File: config.mk
export PLATFORM = sky130hd
export DESIGN_NAME = envelope_bank
export DESIGN_NICKNAME = d
export VERILOG_FILES = /design/src/rtl/envelope_pkg.sv /design/src/rtl/envelope_channel.sv /design/src/rtl/envelope_bank.sv
export SDC_FILE = /design/constraint.sdc
export NUM_CORES = 1
export LEC_CHECK = 0
export BUFFER_PORTS_ARGS = -buffer_cell sky130_fd_sc_hd__buf_2
export CORE_MARGIN = 4
export CORE_UTILIZATION = 36
export CTS_CLUSTER_SIZE = 10
export DETAILED_ROUTE_END_ITERATION = 12
export HOLD_SLACK_MARGIN = 0.12
export PLACE_DENSITY = 0.53
export SLEW_MARGIN = 40
export SYNTH_ARGS = -nofsm -noshare
export SYNTH_HDL_FRONTEND = slang
export SYNTH_SLANG_ARGS = --single-unit
File: constraint.sdc
create_clock -name clk -period 6.72 [get_ports clk]
set_input_delay 0 -clock clk [delete_from_list [all_inputs] [get_ports clk]]
set_output_delay 0 -clock clk [all_outputs]
set_load 0.01 [all_outputs]
File: src/rtl/envelope_pkg.sv
// Shared types and default sizing for the envelope bank and its per-channel engine.
package envelope_pkg;

    typedef enum logic [1:0] {
        StIdle,
        StRun,
        StHold
    } env_state_e;

    localparam int unsigned DEF_NUM_CH = 4;
    localparam int unsigned DEF_VOL_W  = 4;
    localparam int unsigned DEF_PER_W  = 3;

endpackage

File: src/rtl/envelope_channel.sv
// One volume-envelope engine: a tick-driven step counter with saturating volume.
// ENVELOPE_BANK_DONE_EN adds a registered done_o flag that is high while in hold.
module envelope_channel
    import envelope_pkg::*;
#(
    parameter int unsigned VOL_W = DEF_VOL_W,
    parameter int unsigned PER_W = DEF_PER_W
) (
    input  logic             clk_i,
    input  logic             reset_i,
    input  logic             env_tick_i,
    input  logic             trigger_i,
    input  logic             add_i,
    input  logic [PER_W-1:0] period_i,
    input  logic [VOL_W-1:0] start_i,
    output logic [VOL_W-1:0] volume_o
`ifdef ENVELOPE_BANK_DONE_EN
    ,
    output logic             done_o
`endif
);

    localparam logic [VOL_W-1:0] VolMax = '1;
    localparam logic [VOL_W-1:0] VolOne = VOL_W'(1);
    localparam logic [PER_W-1:0] CntOne = PER_W'(1);

    env_state_e       state_q, state_d;
    logic [VOL_W-1:0] vol_q, vol_d;
    logic [PER_W-1:0] cnt_q, cnt_d;
    logic [VOL_W-1:0] vol_step;
    logic             at_bound;

    always_comb begin
        state_d  = state_q;
        vol_d    = vol_q;
        cnt_d    = cnt_q;
        vol_step = vol_q;
        // Saturating step: never wraps past either end of the range.
        if (add_i && (vol_q != VolMax)) begin
            vol_step = vol_q + VolOne;
        end else if (!add_i && (vol_q != '0)) begin
            vol_step = vol_q - VolOne;
        end
        at_bound = add_i ? (vol_step == VolMax) : (vol_step == '0);

        if (trigger_i) begin
            vol_d   = start_i;
            cnt_d   = period_i;
            state_d = (period_i != '0) ? StRun : StHold;
        end else if ((state_q == StRun) && env_tick_i) begin
            if (cnt_q > CntOne) begin
                cnt_d = cnt_q - CntOne;
            end else if (period_i == '0) begin
                // A zero live period disables the envelope without a final step.
                cnt_d   = '0;
                state_d = StHold;
            end else begin
                vol_d = vol_step;
                cnt_d = period_i;
                if (at_bound) begin
                    state_d = StHold;
                end
            end
        end
    end

    always_ff @(posedge clk_i) begin
        if (reset_i) begin
            state_q <= StIdle;
            vol_q   <= '0;
            cnt_q   <= '0;
        end else begin
            state_q <= state_d;
            vol_q   <= vol_d;
            cnt_q   <= cnt_d;
        end
    end

    assign volume_o = vol_q;

`ifdef ENVELOPE_BANK_DONE_EN
    logic done_q;

    always_ff @(posedge clk_i) begin
        if (reset_i) begin
            done_q <= 1'b0;
        end else begin
            done_q <= (state_d == StHold);
        end
    end

    assign done_o = done_q;
`endif

endmodule

File: src/rtl/envelope_bank.sv
// Bank of NUM_CH independent envelope channels sharing one envelope tick.
// ENVELOPE_BANK_DONE_EN adds the per-channel done output.
module envelope_bank
    import envelope_pkg::*;
#(
    parameter int unsigned NUM_CH = DEF_NUM_CH,
    parameter int unsigned VOL_W  = DEF_VOL_W,
    parameter int unsigned PER_W  = DEF_PER_W
) (
    input  logic                    clk,
    input  logic                    reset,
    input  logic                    env_tick,
    input  logic [NUM_CH-1:0]       trigger,
    input  logic [NUM_CH-1:0]       envelope_add,
    input  logic [NUM_CH*PER_W-1:0] period,
    input  logic [NUM_CH*VOL_W-1:0] starting_volume,
    output logic [NUM_CH*VOL_W-1:0] volume
`ifdef ENVELOPE_BANK_DONE_EN
    ,
    output logic [NUM_CH-1:0]       done
`endif
);

    for (genvar i = 0; i < NUM_CH; i++) begin : g_ch
        envelope_channel #(
            .VOL_W(VOL_W),
            .PER_W(PER_W)
        ) u_ch (
            .clk_i     (clk),
            .reset_i   (reset),
            .env_tick_i(env_tick),
            .trigger_i (trigger[i]),
            .add_i     (envelope_add[i]),
            .period_i  (period[i*PER_W +: PER_W]),
            .start_i   (starting_volume[i*VOL_W +: VOL_W]),
            .volume_o  (volume[i*VOL_W +: VOL_W])
`ifdef ENVELOPE_BANK_DONE_EN
            ,
            .done_o    (done[i])
`endif
        );
    end

endmodule

==> qor.csv <==
stage;metric;value;unit
clock_tree;clock-pin slew on the worst setup and hold paths;80;ps
clock_tree;post-cts sizing count;0;
clock_tree;clock sinks;36;
global_routing;total gr overflow;0;
detailed_routing;DR top layer;met4;
synth;Cells after Synth;400;
setup_path;critical path class;reg2reg;
synth;sequential fraction of the synthesis area;24.5;%
setup_path;Setup crit end kind;register;
sta;worst hold slack;128;ps
setup_path;r2r worst-path depth;7;
layout;n_diodes;0;
power_and_ir_drop;Static Leak;1.52;nW
sta;Worst slew margin;51.3;%
detailed_routing;met2 WL;3220;um
setup_path;FF-to-FF setup slack;4250;ps
detailed_routing;Post-Route WL;7400;um
detailed_routing;drt pass-1 iters;4;
synth;Post-synth ARST share;0;%
global_routing;largest net degree at the start of global routing;35;
place;gp weighted congestion;0.847;
synth;post-synthesis register bit count;36;
detailed_routing;routed length per placed instance;12.9;um
setup_path;Worst R2R Start;g_ch[3].u_ch.cnt_q[2];
setup_path;nature of the critical path startpoint;register;
floorplanning;CORE AREA;0.00785;mm2
sta;Fin. Hold Viols;0;
synth;synth top area cells;dfxtp_1 (25%), a21oi_1 (7.0%), ha_1 (6.4%);
floorplanning;full die area;0.00967;mm2
synth;Syn. warnings;0;
power_and_ir_drop;sequential share of power;38.2;%
layout;layout cells sized above 1;15.7;%
floorplanning;starting density of the core;37.5;%
detailed_routing;Antenna Nets Post-Route;0;
clock_tree;TritonCTS clock tree;yes;
place;Placed Cells;538;
power_and_ir_drop;switching pwr;0.000272;W
synth;Cell variety after synth;65;
layout;Post-Layout Cell Count;572;
clock_tree;Post-CTS Setup Inserts;0;
synth;Mapped Area;0.00294;mm2
setup_path;CP Data Required Time;6900;ps
floorplanning;number of I/O pins;55;
sta;worst-margin pin slew;731;ps
sta;Tcrit/Tclk final;36.8;%
power_and_ir_drop;Clk pwr share;23.1;%
synth;most used flip-flop cell after synthesis;dfxtp_1;
detailed_routing;# DRC;0;
setup_path;Critical Path AT;2650;ps
global_routing;GR Util All Layers;15.1;%
clock_tree;H-tree levels;2;
layout;Finished Cell Area;0.00360;mm2
sta;FMAX;0.404;GHz
synth;Post-synth EDFFs;0;
worst_hold_path;Hold Crit Class;in2reg;
setup_path;Crit Path Max Fanout;7;
detailed_routing;1st-iter DRT viols;64;
detailed_routing;WL met3;289;um
synth;largest area contributor in the netlist;dfxtp_1;
floorplanning;die span in y;98.4;um
outcome;outcome;completed;
clock_tree;Clk Latency, worst-skew pair;290;ps
synth;post-synthesis area per instance;7.35;um2
power_and_ir_drop;pwr dens;201;mW/mm2
sta;Slew Viols, Final;0;
place;post-detail-place hpwl;5240;um
layout;Area Overhead vs Synth;22.6;%
synth;most frequent cells after synthesis;a21oi_1 (41), dfxtp_1 (36), nor2_1 (35);
place;Cell Area, Placed;0.00325;mm2
global_routing;global-route wire length before repair;12600;um
place;PortBufs;54;
setup_path;RR Endpoint;g_ch[3].u_ch.volume_o[2];
sta;# setup viols final;0;
synth;Synth top area share;24.5;%
sta;RSZ-0062 raised after global routing;no;
power_and_ir_drop;worst vdd rail ir drop;0.0771;mV
power_and_ir_drop;Net Sw Frac;37.5;%
power_and_ir_drop;internal power;0.000453;W
clock_tree;Max Root-Sink Buffers;2;
sta;fin crit period;2470;ps
synth;syn nets;454;
power_and_ir_drop;Comb pwr share;38.7;%
worst_hold_path;hold path depth;5;
clock_tree;Root Buffer;clkbuf_8;
synth;top-count cell post-synth;a21oi_1;
worst_hold_path;worst hold endpoint;g_ch[0].u_ch.cnt_q[2];
sta;skew final;10.9;ps
worst_hold_path;Hold Path Origin;period[2];
layout;fin nets;523;
layout;FILL cells;803;
floorplanning;Die X;98.4;um
detailed_routing;vias post-DR;3057;
global_routing;vias in the first global route;2722;
clock_tree;CTS buffer count;5;
detailed_routing;metal1 wirelength;3870;um
floorplanning;Std-Cell Rows;32;
detailed_routing;Avg Vias per Cell;5.34;
run;max-cap violations;0;
global_routing;initial antenna violation count;0;
sta;setup TNS;0;ps
## timing repair
item,CTS,global route
endpoints found under the setup margin,0,0
hold buffers,26,0
endpoints found under the hold margin,24,0
## layout by cell type (no fill, tap or decap), types with 15 or more instances in the layout
master,instances
a21oi_1,41
buf_2,54
dfxtp_1,36
dlygate4sd3_1,26
ha_1,15
inv_1,29
nand2_1,30
nand3_1,16
nor2_1,35
o21ai_0,18
## layout make-up
type / instances / area [um2] / share of cell area, %
multi-input cells: 316 / 2010 / 55.9
flip-flops and latches: 36 / 721 / 20.0
repair buffers: 81 / 538 / 14.9
well taps: 102 / 128 / 3.54
inverters: 29 / 109 / 3.02
clock buffers: 7 / 86.3 / 2.40
clock inverters: 1 / 7.51 / 0.208
## layer usage
layer	track usage [%]	up-vias
met1	21.9	1379
met5	0	-
li1	-	1621
met4	2.73	0
met2	23.5	53
met3	2.71	4
## through the flow
stage | power (W) | utilization [%] | worst slack, ps
floorplan | 0.000480 | - | 4400
global placement | 0.000546 | 41.4 | 4360
detailed placement | 0.000549 | 41.4 | 4260
CTS | 0.000733 | 45.9 | 4250
global route | 0.000785 | 45.9 | 4010
finish | 0.000725 | 45.9 | 4250
## power groups by stage
| stage | Sequential (W) | Combinational, W | Clock, W |
|---|---|---|---|
| floorplan | 0.000271 | 0.000208 | 0 |
| global placement | 0.000281 | 0.000266 | 0 |
| detailed placement | 0.000281 | 0.000267 | 0 |
| CTS | 0.000277 | 0.000281 | 0.000175 |
| global route | 0.000284 | 0.000320 | 0.000182 |
| finish | 0.000277 | 0.000280 | 0.000167 |
## cell families (layout without fill, tap and decap cells)
| group | Yosys count | after routing | share of synthesized area, % |
|---|---|---|---|
| and+or+nand+nor | 146 | 146 | 26.0 |
| AOI/OAI and AO/OA | 144 | 144 | 32.1 |
| buffers and inverters | 48 | 118 | 6.94 |
| DFF | 36 | 36 | 24.5 |
| adders and majority gates | 15 | 15 | 6.39 |
| muxes | 10 | 10 | 3.79 |
| xor gates and xnor gates | 1 | 1 | 0.298 |
## flip-flops by register name (all words and copies together) (netlist names)
| name | count |
|---|---|
| g_ch.u_ch.state_q | 8 |
| g_ch.u_ch.volume_o | 16 |
| g_ch.u_ch.cnt_q | 12 |
## worst max-delay path, stage by stage, from the launching register on
cell	delay (ps)
dfxtp_1	330
o21bai_1	320
a21boi_1	300
a21boi_1	520
o21ai_1	160
a21oi_1	130
dlygate4sd3_1	550
nor2_1	40
## worst max path at each step
| stage | start | end | slack [ps] | cells after the start |
|---|---|---|---|---|
| finish | g_ch[3].u_ch.cnt_q[2] | g_ch[3].u_ch.volume_o[2] | 4250 | 7 |
| global route | g_ch[3].u_ch.cnt_q[2] | g_ch[3].u_ch.volume_o[2] | 4010 | 7 |
| CTS | g_ch[0].u_ch.volume_o[0] | g_ch[0].u_ch.state_q[1] | 4250 | 8 |
| detailed placement | g_ch[0].u_ch.volume_o[0] | g_ch[0].u_ch.state_q[1] | 4260 | 8 |
| global placement | g_ch[0].u_ch.volume_o[0] | g_ch[0].u_ch.state_q[1] | 4360 | 8 |
| floorplan | g_ch[0].u_ch.volume_o[0] | g_ch[0].u_ch.state_q[1] | 4400 | 9 |
Note: power is estimated with default switching activity, not from simulation.
